### config.mk
export PLATFORM = sky130hd
export DESIGN_NAME = wbucw_drain
export DESIGN_NICKNAME = d
export VERILOG_FILES = /design/src/rtl/wbucw_drain.sv
export SDC_FILE = /design/constraint.sdc
export NUM_CORES = 1
export LEC_CHECK = 0
export ABC_AREA = 1
export CAP_MARGIN = 20
export CORE_ASPECT_RATIO = 0.5
export CORE_UTILIZATION = 53
export DETAILED_ROUTE_END_ITERATION = 12
export GPL_TIMING_DRIVEN = 1
export HOLD_SLACK_MARGIN = 0.03
export PLACE_DENSITY_LB_ADDON = 0.1
export RECOVER_POWER = 25
export SETUP_SLACK_MARGIN = 0.02
export SLEW_MARGIN = 15
export SYNTH_ARGS = -nofsm -noshare
export SYNTH_HDL_FRONTEND = slang
export SYNTH_SLANG_ARGS = --single-unit
### constraint.sdc
create_clock -name i_clk -period 2.38 [get_ports i_clk]
set_clock_uncertainty 0.15 [all_clocks]
set_input_delay 0.476 -clock i_clk [delete_from_list [all_inputs] [get_ports i_clk]]
set_output_delay 0.476 -clock i_clk [all_outputs]
set_load 0.1 [all_outputs]
### src/rtl/wbucw_drain.sv
// Codeword FIFO drain: pops CW-bit words and serializes them MSB-first
// as OW-bit chunks on a valid/busy stream, with an optional keep-alive word.
module wbucw_drain #(
  parameter int              CW            = 36,
  parameter int              OW            = 6,
  parameter int              LGIDLE        = 20,
  parameter bit              OPT_KEEPALIVE = 1'b1,
  parameter logic [CW-1:0]   IDLE_WORD     = '0
) (
  input  logic          i_clk,
  input  logic          i_reset,
  input  logic          i_fifo_empty_n,
  input  logic [CW-1:0] i_fifo_data,
  output logic          o_fifo_rd,
  output logic          o_stb,
  output logic [OW-1:0] o_chunk,
  output logic          o_last,
  input  logic          i_busy,
  output logic          o_idle
);

  localparam int NCHUNK = CW / OW;
  localparam int RW     = $clog2(NCHUNK) + 1;

  generate
    if (CW % OW != 0) begin : g_bad_width
      $error("wbucw_drain: CW must be a multiple of OW");
    end
  endgenerate

  logic [CW-1:0]     sreg;
  logic [RW-1:0]     remain;
  logic [LGIDLE-1:0] idle_ctr;

  logic          adv;
  logic          have_rem;
  logic          load_fifo;
  logic          ka_fire;
  logic [CW-1:0] load_word;

  assign adv       = !o_stb || !i_busy;
  assign have_rem  = (remain != '0);
  assign load_fifo = adv && !have_rem && i_fifo_empty_n;
  // FIFO data always wins over the keep-alive word
  assign ka_fire   = OPT_KEEPALIVE && (&idle_ctr) && adv
                     && !have_rem && !i_fifo_empty_n;
  assign load_word = i_fifo_empty_n ? i_fifo_data : IDLE_WORD;

  assign o_fifo_rd = load_fifo && !i_reset;
  assign o_idle    = !o_stb && !have_rem && !i_fifo_empty_n;

  always_ff @(posedge i_clk) begin
    if (i_reset) begin
      o_stb    <= 1'b0;
      o_last   <= 1'b0;
      o_chunk  <= '0;
      sreg     <= '0;
      remain   <= '0;
      idle_ctr <= '0;
    end else begin
      if (adv) begin
        if (have_rem) begin
          o_chunk <= sreg[CW-1 -: OW];
          sreg    <= sreg << OW;
          remain  <= remain - 1'b1;
          o_stb   <= 1'b1;
          o_last  <= (remain == RW'(1));
        end else if (load_fifo || ka_fire) begin
          o_chunk <= load_word[CW-1 -: OW];
          sreg    <= load_word << OW;
          remain  <= RW'(NCHUNK - 1);
          o_stb   <= 1'b1;
          o_last  <= (NCHUNK == 1);
        end else begin
          o_stb  <= 1'b0;
          o_last <= 1'b0;
        end
      end
      if (o_stb || i_fifo_empty_n || have_rem || ka_fire)
        idle_ctr <= '0;
      else if (!(&idle_ctr))
        idle_ctr <= idle_ctr + 1'b1;
    end
  end

endmodule

==> impl_metrics.ini, run 1 <==
[status]
outcome = complete, no violations

[route]
drt-pass1-iter-count = 5
wl_per_cell_um = 13.2
drc = 0
drt_iter0_markers = 186
vias_per_cell = 5.43
finalWirelength_mm = 6.89
ant_nets = 0
via_count = 2827

[sta]
setup_viol = 0
min_period_over_period_pct = 93.0
fin_crit_ns = 2.21
timing.fmax_mhz = 452
worst_pin_slew_ns = 0.546
rsz0062_at_grt = true
max_slew_margin_pct = 63.6
fin_setup_tns_ns = 0
slew_viol_final = 0
hold_viol = 0

[setup_path]
reg2reg_from = idle_ctr[0]$_SDFFE_PP0P_
critPathKind = input pin to primary output
cp.required_ns = 1.75
crit_path_start = i_fifo_empty_n
cp-endpoint = o_fifo_rd
start_kind = input pin
r2r_cells = 11
cp.arrival_ns = 1.59
path_max_fanout = 2
r2r_end = remain[3]$_SDFFE_PP0P_
r2r_slack_ns = 0.19
cp-end-kind = primary output

[pwr]
p_total_mw = 3.94
swShare_pct = 40.3
pwr-share-clk_pct = 24.5
combPwrFrac_pct = 40.3
pwr-share-seq_pct = 35.2
ir_worst_vdd_mv = 0.560
powerDensity_mw_per_mm2 = 1070
p_leak_nw = 1.54
power.switching_mw = 1.59
intPower_mw = 2.35

[logic_synthesis]
synth_edf_count = 0
synth_cells = 401
synthArstFlopShare_pct = 0
synth_top_cell_area_share_pct = 42.1
yosys-top-cells-count = 62 x dfxtp_1, 60 x nand2_1, 60 x nor2_1, 52 x a21oi_1, 35 x o21ai_0
synth_seq_area_share_pct = 42.1
yosysMostFrequentCell = dfxtp_1
netlist_top_cells_area = dfxtp_1 42%, a22o_1 8.9%, a21oi_1 8.8%
synth.cell_area_sq_mm = 0.00295
yosysWarnings = 0
synth_seq_cells = 62
synth.avg_cell_area_sq_um = 7.35
yosys.area.top_type = dfxtp_1
synth.distinct_cells = 27
syn_nets = 442
synth_flop_cell = dfxtp_1

[clocking]
cts-resized-gates = 0
cts_hold_buf = 0
insertion_delay_ns = 0.34
cts-root-buf = clkbuf_8
clockBufferDepth = 2
htree_levels = 3
cts_sinks = 62
postCtsSetupBuffers = 0
cts_buffers = 9
cts_tree = done
clk_pin_slew_worst_paths_ns = 0.06

[grt]
antenna_found_initial = 0
grt_pass1_wl_mm = 11.1
grt_max_degree = 34
grt_usage_pct = 25.4
overflow = 0
grt_pass1_vias = 2554

[worst_hold_path]
hold_path.class = flip-flop to flip-flop
hp-start = remain[3]$_SDFFE_PP0P_

[placed_design]
detailed_place_hpwl_mm = 4.57
gp_congestion = 0.848
numPortBuffers = 49

[floorplan]
ios = 50
dieArea_sq_mm = 0.00588
fp-row-count = 18
die_w_um = 107
start_util_pct = 57.4
core_sq_mm = 0.00513
die_h_um = 54.7

[final_layout]
final_layout_size_suffix_gt1_share_pct = 11.3
fin_nets = 488
syn_to_final_growth_pct = 25.3
diodes = 0

[flow_run]
cap_viol_max_count = 0
logic make-up (layout without fill, tap and decap cells):
kind of cell / after synthesis / in the layout / synth area share, %
AOI/OAI and AO/OA: 118 / 118 / 24.0
xor gates and xnor gates: 2 / 2 / 0.595
adders and majority gates: 1 / 1 / 0.425
buffers and inverters: 54 / 104 / 7.81
DFF: 62 / 62 / 42.1
and+or+nand+nor: 164 / 164 / 25.1
per-layer routing:
metal | wire (um) | vias up | GRT usage (%)
met3 | 360 | 15 | 7.26
met2 | 3340 | 88 | 45.4
li1 | - | 1445 | -
met4 | 112 | 0 | 11.6
met5 | 0 | - | 0
met1 | 3090 | 1279 | 29.2
worst max-delay path: stages:
cell	delay (ns)
clkdlybuf4s50_1	0.52
inv_1	0.07
nor2_2	0.12
nand2_1	0.11
nor2_4	0.12
buf_12	0.18
power groups by stage:
stage                     Clock, mW  Combinational (mW)  Sequential [mW]
after floorplan                   0               0.946             1.67
after detailed placement          0                1.60             1.40
final                         0.964                1.59             1.39
after global placement            0                1.57             1.39
after global routing           1.02                1.73             1.41
after CTS                     0.974                1.61             1.38
flip-flops by register name, summed over array words and instances (netlist names):
signal,flops
sreg,30
o_chunk,6
remain,4
idle_ctr,20
o_stb,1
o_last,1
metrics by stage:
step / hold WS (ns) / area [sq um] / cells / worst slack, ns / utilization (%)
4_1_cts: 0.318 / 3710 / 521 / 0.123 / 72.3
3_3_place_gp: 0.293 / 3500 / 506 / 0.167 / 68.3
6_report: 0.316 / 3690 / 521 / 0.168 / 71.9
5_1_grt: 0.348 / 3690 / 521 / 0.00494 / 71.9
2_1_floorplan: 0.283 / 2950 / 401 / 0.202 / -
3_5_place_dp: 0.308 / 3500 / 506 / 0.149 / 68.3
worst min path at each step:
stage / slack, ns / endpoint / cells past startpoint
2_1_floorplan: 0.28 / remain[3]$_SDFFE_PP0P_ / 2
5_1_grt: 0.35 / remain[3]$_SDFFE_PP0P_ / 2
3_5_place_dp: 0.31 / remain[3]$_SDFFE_PP0P_ / 2
6_report: 0.32 / remain[3]$_SDFFE_PP0P_ / 2
3_3_place_gp: 0.29 / remain[3]$_SDFFE_PP0P_ / 2
4_1_cts: 0.32 / remain[3]$_SDFFE_PP0P_ / 2
cell type report:
type	count	area, sq um
clock buffers	12	165
clock inverters	3	42.5
fillers	445	1440
inverters	30	113
multi-input cells	285	1490
flip-flops and latches	62	1240
well taps	70	87.6
repair buffers	59	553
cells in the final DEF, fill, tap and decap left out, types with 2 or more instances in the layout:
cell type	netlist	routed
clkbuf_8	0	12
nor3b_1	3	3
nor2_2	2	3
nand3b_1	4	4
a22o_1	30	30
xor2_1	2	2
nand2_4	1	2
nand3_1	13	13
nor2_1	60	58
a21oi_1	52	52
clkdlybuf4s50_1	0	39
dfxtp_1	62	62
buf_12	0	3
clkbuf_2	0	10
nor2_4	3	4
nand2_2	5	4
buf_4	1	7
nor3_1	3	3
nand4_1	7	7
o21ai_0	35	35
nand2_1	60	60
inv_1	30	30
No activity file was read; power rests on OpenSTA's default activity.
==> inputs of run 2 (changes only) <==
- CORE_MARGIN: unset -> 2
- CORE_UTILIZATION: 53 -> 48
- clock period: 2.38 -> 1.8 ns (I/O delays scaled with it)
==> run 2 against run 1 <==
  * Hold slack better by 0.0095 ns
  * Non-clock buffer count up 34
  * Register-to-register slack worse by 0.27 ns
  * Cell count up 8.1%
  * Clock power up 79%
  * Sequential cell count unchanged
  * Design area up 27%
  * The run now ends with negative setup slack left
  * Combinational power up 100%
==> impl_metrics.ini, run 2 (synthesis results as in run 1) <==
[status]
outcome = finished, violations left
violations = negative setup slack

[worst_hold_path]
hold_path.class = flip-flop to flip-flop
worstHoldPathCells = 2

[pwr]
power.switching_mw = 2.60
combPwrFrac_pct = 47.2
intPower_mw = 4.24
swShare_pct = 38.0
p_leak_nw = 1.98
pwr-share-clk_pct = 25.3
p_total_mw = 6.84
ir_worst_vdd_mv = 0.722
powerDensity_mw_per_mm2 = 1460
pwr-share-seq_pct = 27.5

[route]
via_count = 3121
drc = 0
ant_nets = 0
wl_per_cell_um = 15.5
drt-pass1-iter-count = 4
finalWirelength_mm = 8.73
vias_per_cell = 5.54
drt_iter0_markers = 233

[grt]
overflow = 0
grt_max_degree = 39
antenna_found_initial = 0
grt_usage_pct = 22.5
grt_pass1_vias = 2762
grt_pass1_wl_mm = 12.0

[clocking]
cts_tree = done
insertion_delay_ns = 0.33
clk_pin_slew_worst_paths_ns = 0.05
htree_levels = 3
clockBufferDepth = 2
cts_sinks = 62
cts_buffers = 9
cts_hold_buf = 0
cts-root-buf = clkbuf_16

[setup_path]
cp.required_ns = 1.29
start_kind = flip-flop
cpPeakStageDelay_ns = 0.35
r2r_cells = 11
path_depth = 6
cp.arrival_ns = 1.38
path_cells = nor2_4, nand2_4, nor2_4, nand2_2, nor2_4, buf_12
cp_top_family = simple AND/OR/NAND/NOR gates
cpMaxStageDelayCell = dfxtp_4
path_max_fanout = 3
critPathBufInv = 1
cp-end-kind = primary output
critPathMostFrequentCell = nor2_4
critPathKind = flip-flop to primary output

[sta]
timing.fmax_mhz = 530
min_period_over_period_pct = 105
hold_viol = 0
fin_crit_ns = 1.89
worst_pin_slew_ns = 0.542
max_slew_margin_pct = 64.0
slew_viol_final = 0
rsz0062_at_grt = true
fin_setup_tns_ns = -1.68
worst_slack_ns = -0.0876
setup_viol = 36
holdWs_ns = 0.326

[final_layout]
fill_cells = 397
final_util_pct = 78.1
final_layout_size_suffix_gt1_share_pct = 32.3
multi_input_area_sq_mm = 0.00179
instances_no_fill = 563
fin_nets = 522
regArea_sq_mm = 0.00125
largest_reg_flops = 30
reg_top3 = sreg: 30 flops, idle_ctr: 20 flops, o_chunk: 6 flops
diodes = 0
syn_to_final_growth_pct = 59.1
layout_common_cells = 55 x nor2_1, 55 x dfxtp_1, 50 x nand2_1
final_area_sq_mm = 0.00469
regMostFlops = sreg

[placed_design]
place_ws_ns = -0.207
numPortBuffers = 49
dpl-instance-area_sq_mm = 0.00380
dp.cells = 530
gp_congestion = 0.836
detailed_place_hpwl_mm = 4.64

[floorplan]
fp-row-count = 20
die_w_um = 115
start_util_pct = 49.1
ios = 50
die_h_um = 59.4
core_sq_mm = 0.00601
dieArea_sq_mm = 0.00682

[flow_run]
cap_viol_max_count = 0
==> run 2: power by group through the flow <==
stage / Sequential [mW] / Combinational, mW / Clock [mW]
after CTS: 1.86 / 2.58 / 1.76
after detailed placement: 1.88 / 2.41 / 0
final: 1.88 / 3.23 / 1.73
after floorplan: 2.22 / 1.33 / 0
after global routing: 1.91 / 3.45 / 1.84
after global placement: 1.87 / 2.38 / 0
==> run 2: final timing paths <==
| path | startpoint | endpoint | slack, ns |
|---|---|---|---|
| worst min register to register | sreg[16]$_SDFFE_PP0P_ | sreg[16]$_SDFFE_PP0P_ | 0.33 |
| worst min-delay path | sreg[16]$_SDFFE_PP0P_ | sreg[16]$_SDFFE_PP0P_ | 0.33 |
| worst max-delay path | remain[2]$_SDFFE_PP0P_ | o_fifo_rd | -0.09 |
| worst max register to register | idle_ctr[0]$_SDFFE_PP0P_ | o_chunk[2]$_SDFFE_PP0P_ | -0.08 |
==> run 2: what timing repair did <==
action,4_1_cts,5_1_grt
gates cloned,0,10
pin swaps,10,25
gates resized for setup,14,92
setup buffers,6,2
endpoints found under the setup margin,34,57
==> run 2: worst reg2reg max path, cell delays in order, from the launching register on <==
cell and delay, ns:
dfxtp_2 0.34, ha_4 0.15, nand2_4 0.05, nor2_4 0.11, nand3_2 0.10, nor2_4 0.18
nand2_4 0.10, nand2_4 0.13, nand2_8 0.11, clkbuf_16 0.18, o21ai_2 0.11, nor2_1 0.06
==> run 2: area by class of cell <==
cell class | instances | area share [%]
clock buffers | 12 | 5.47
clock inverters | 4 | 0.961
well taps | 77 | 2.05
flip-flops and latches | 62 | 26.8
repair buffers | 93 | 23.9
multi-input cells | 285 | 38.3
inverters | 30 | 2.59
==> run 2: metal layers <==
layer  share of wire [%]  up-vias  track usage, %
li1                    -     1519               -
met2                  53       79            40.2
met5                   0        -               0
met3                 5.0       21            6.75
met1                  40     1502            26.3
met4                 2.4        0            7.40
==> inputs of run 3 (changes only) <==
- PLACE_DENSITY_LB_ADDON: 0.1 -> 0.05
==> run 3 against run 2 <==
  * The run still ends with negative setup slack left
  * Sequential cell count unchanged
  * Core utilization down 6.0 points
  * Clock power fell by 10%
  * Fmax rose by 1.5%
  * Via count down 3.2%
  * Register-to-register slack improved by 0.06 ns
  * Cell count increased by 0.53%
  * Worst setup slack improved by 0.027 ns
  * Hold slack got worse by 0.0083 ns
  * Critical path type unchanged
==> impl_metrics.ini, run 3 (synthesis results as in run 1) <==
[clocking]
insertion_delay_ns = 0.33
cts_sinks = 62
cts_hold_buf = 0
clockBufferDepth = 2
htree_levels = 3
cts-root-buf = clkbuf_16
cts_buffers = 9
cts_tree = done
clk_pin_slew_worst_paths_ns = 0.05

[floorplan]
die_h_um = 59.4
ios = 50
core_sq_mm = 0.00601
die_w_um = 115
fp-row-count = 20
dieArea_sq_mm = 0.00682
start_util_pct = 49.1

[status]
outcome = finished, violations left
violations = negative setup slack

[pwr]
combPwrFrac_pct = 45.6
swShare_pct = 37.8
powerDensity_mw_per_mm2 = 1440
p_leak_nw = 1.86
intPower_mw = 3.89
ir_worst_vdd_mv = 0.783
pwr-share-clk_pct = 24.9
pwr-share-seq_pct = 29.6
power.switching_mw = 2.36

[worst_hold_path]
worstHoldPathCells = 2
hold_path.class = flip-flop to flip-flop

[placed_design]
dpl-instance-area_sq_mm = 0.00380
detailed_place_hpwl_mm = 4.88
numPortBuffers = 49
gp_congestion = 0.834

[sta]
rsz0062_at_grt = true
holdWs_ns = 0.317
worst_pin_slew_ns = 0.548
worst_slack_ns = -0.0605
slew_viol_final = 0
fin_crit_ns = 1.86
min_period_over_period_pct = 103
setup_viol = 21
hold_viol = 0
max_slew_margin_pct = 63.7
timing.fmax_mhz = 537

[final_layout]
reg_top3 = sreg: 30 flops, idle_ctr: 20 flops, o_chunk: 6 flops
fin_nets = 526
syn_to_final_growth_pct = 46.8
diodes = 0
final_common_cell = nor2_1
regMostFlops = sreg
final_layout_size_suffix_gt1_share_pct = 23.9
largest_reg_flops = 30
layout_common_cells = 55 x nor2_1, 54 x dfxtp_1, 52 x nand2_1, 52 x a21oi_1, 38 x clkdlybuf4s50_1
final_area_sq_mm = 0.00433
final_util_pct = 72.0

[route]
wl_per_cell_um = 14.0
vias_per_cell = 5.34
via_count = 3022
drt-pass1-iter-count = 5
ant_nets = 0
drt_iter0_markers = 213
drc = 0
finalWirelength_mm = 7.91

[grt]
grt_pass1_vias = 2798
grt_usage_pct = 24.0
antenna_found_initial = 0
grt_pass1_wl_mm = 12.6
grt_max_degree = 33
overflow = 0

[setup_path]
cp.required_ns = 1.29
cp-end-kind = primary output
r2r_cells = 11
cp.arrival_ns = 1.35
start_kind = flip-flop
critPathKind = flip-flop to primary output
path_max_fanout = 3

[flow_run]
cap_viol_max_count = 0
## run 3: area by class of cell
type	instances	area (sq um)
Clock inverter	1	5.00
Clock buffer	14	264
Tap cell	77	96.3
Inverter	30	116
Timing Repair Buffer	97	992
Multi-Input combinational cell	285	1600
Sequential cell	62	1250
Fill cell	468	1680
## run 3: path summary, 6_finish.rpt
check | from | to | slack [ns]
setup reg to reg | idle_ctr[1]$_SDFFE_PP0P_ | o_chunk[2]$_SDFFE_PP0P_ | -0.02
setup / recovery | remain[2]$_SDFFE_PP0P_ | o_fifo_rd | -0.06
hold / removal | sreg[6]$_SDFFE_PP0P_ | sreg[6]$_SDFFE_PP0P_ | 0.32
hold reg to reg | sreg[6]$_SDFFE_PP0P_ | sreg[6]$_SDFFE_PP0P_ | 0.32
## run 3: per-layer routing
metal / track usage [%] / up-vias / part of all wire (%)
li1: - / 1520 / -
met1: 28.2 / 1427 / 46
met2: 41.2 / 64 / 48
met3: 8.90 / 11 / 4.9
met4: 8.95 / 0 / 1.3
met5: 0 / - / 0
## run 3: worst max-delay path, stage by stage, from the launching register on
cell     delay [ns]
dfxtp_2        0.33
nor2_4         0.13
nand2_4        0.08
nor2_4         0.11
nand2_2        0.08
nor2_4         0.12
buf_12         0.18
## run 3: power by group through the flow
stage | Combinational (mW) | Sequential [mW] | Clock [mW]
after floorplan | 1.33 | 2.22 | 0
after global placement | 2.40 | 1.86 | 0
after detailed placement | 2.45 | 1.87 | 0
after CTS | 2.63 | 1.86 | 1.59
after global routing | 3.06 | 1.87 | 1.66
final | 2.85 | 1.85 | 1.55
## run 3: repair_timing
item,CTS,global route
resized for setup,17,33
setup buffers,10,6
cloned,0,4
setup endpoints to repair,35,55
pin swaps,7,9
## run 3: through the flow
| stage | cells | worst slack, ns | total power [mW] | setup TNS, ns |
|---|---|---|---|---|
| global route | 566 | -0.121 | 6.59 | -3.07 |
| global placement | 532 | -0.220 | 4.26 | -5.91 |
| floorplan | 401 | -0.257 | 3.55 | -0.718 |
| CTS | 556 | -0.111 | 6.08 | -0.150 |
| detailed placement | 532 | -0.236 | 4.33 | -7.07 |
| finish | 566 | -0.0605 | 6.25 | -0.280 |
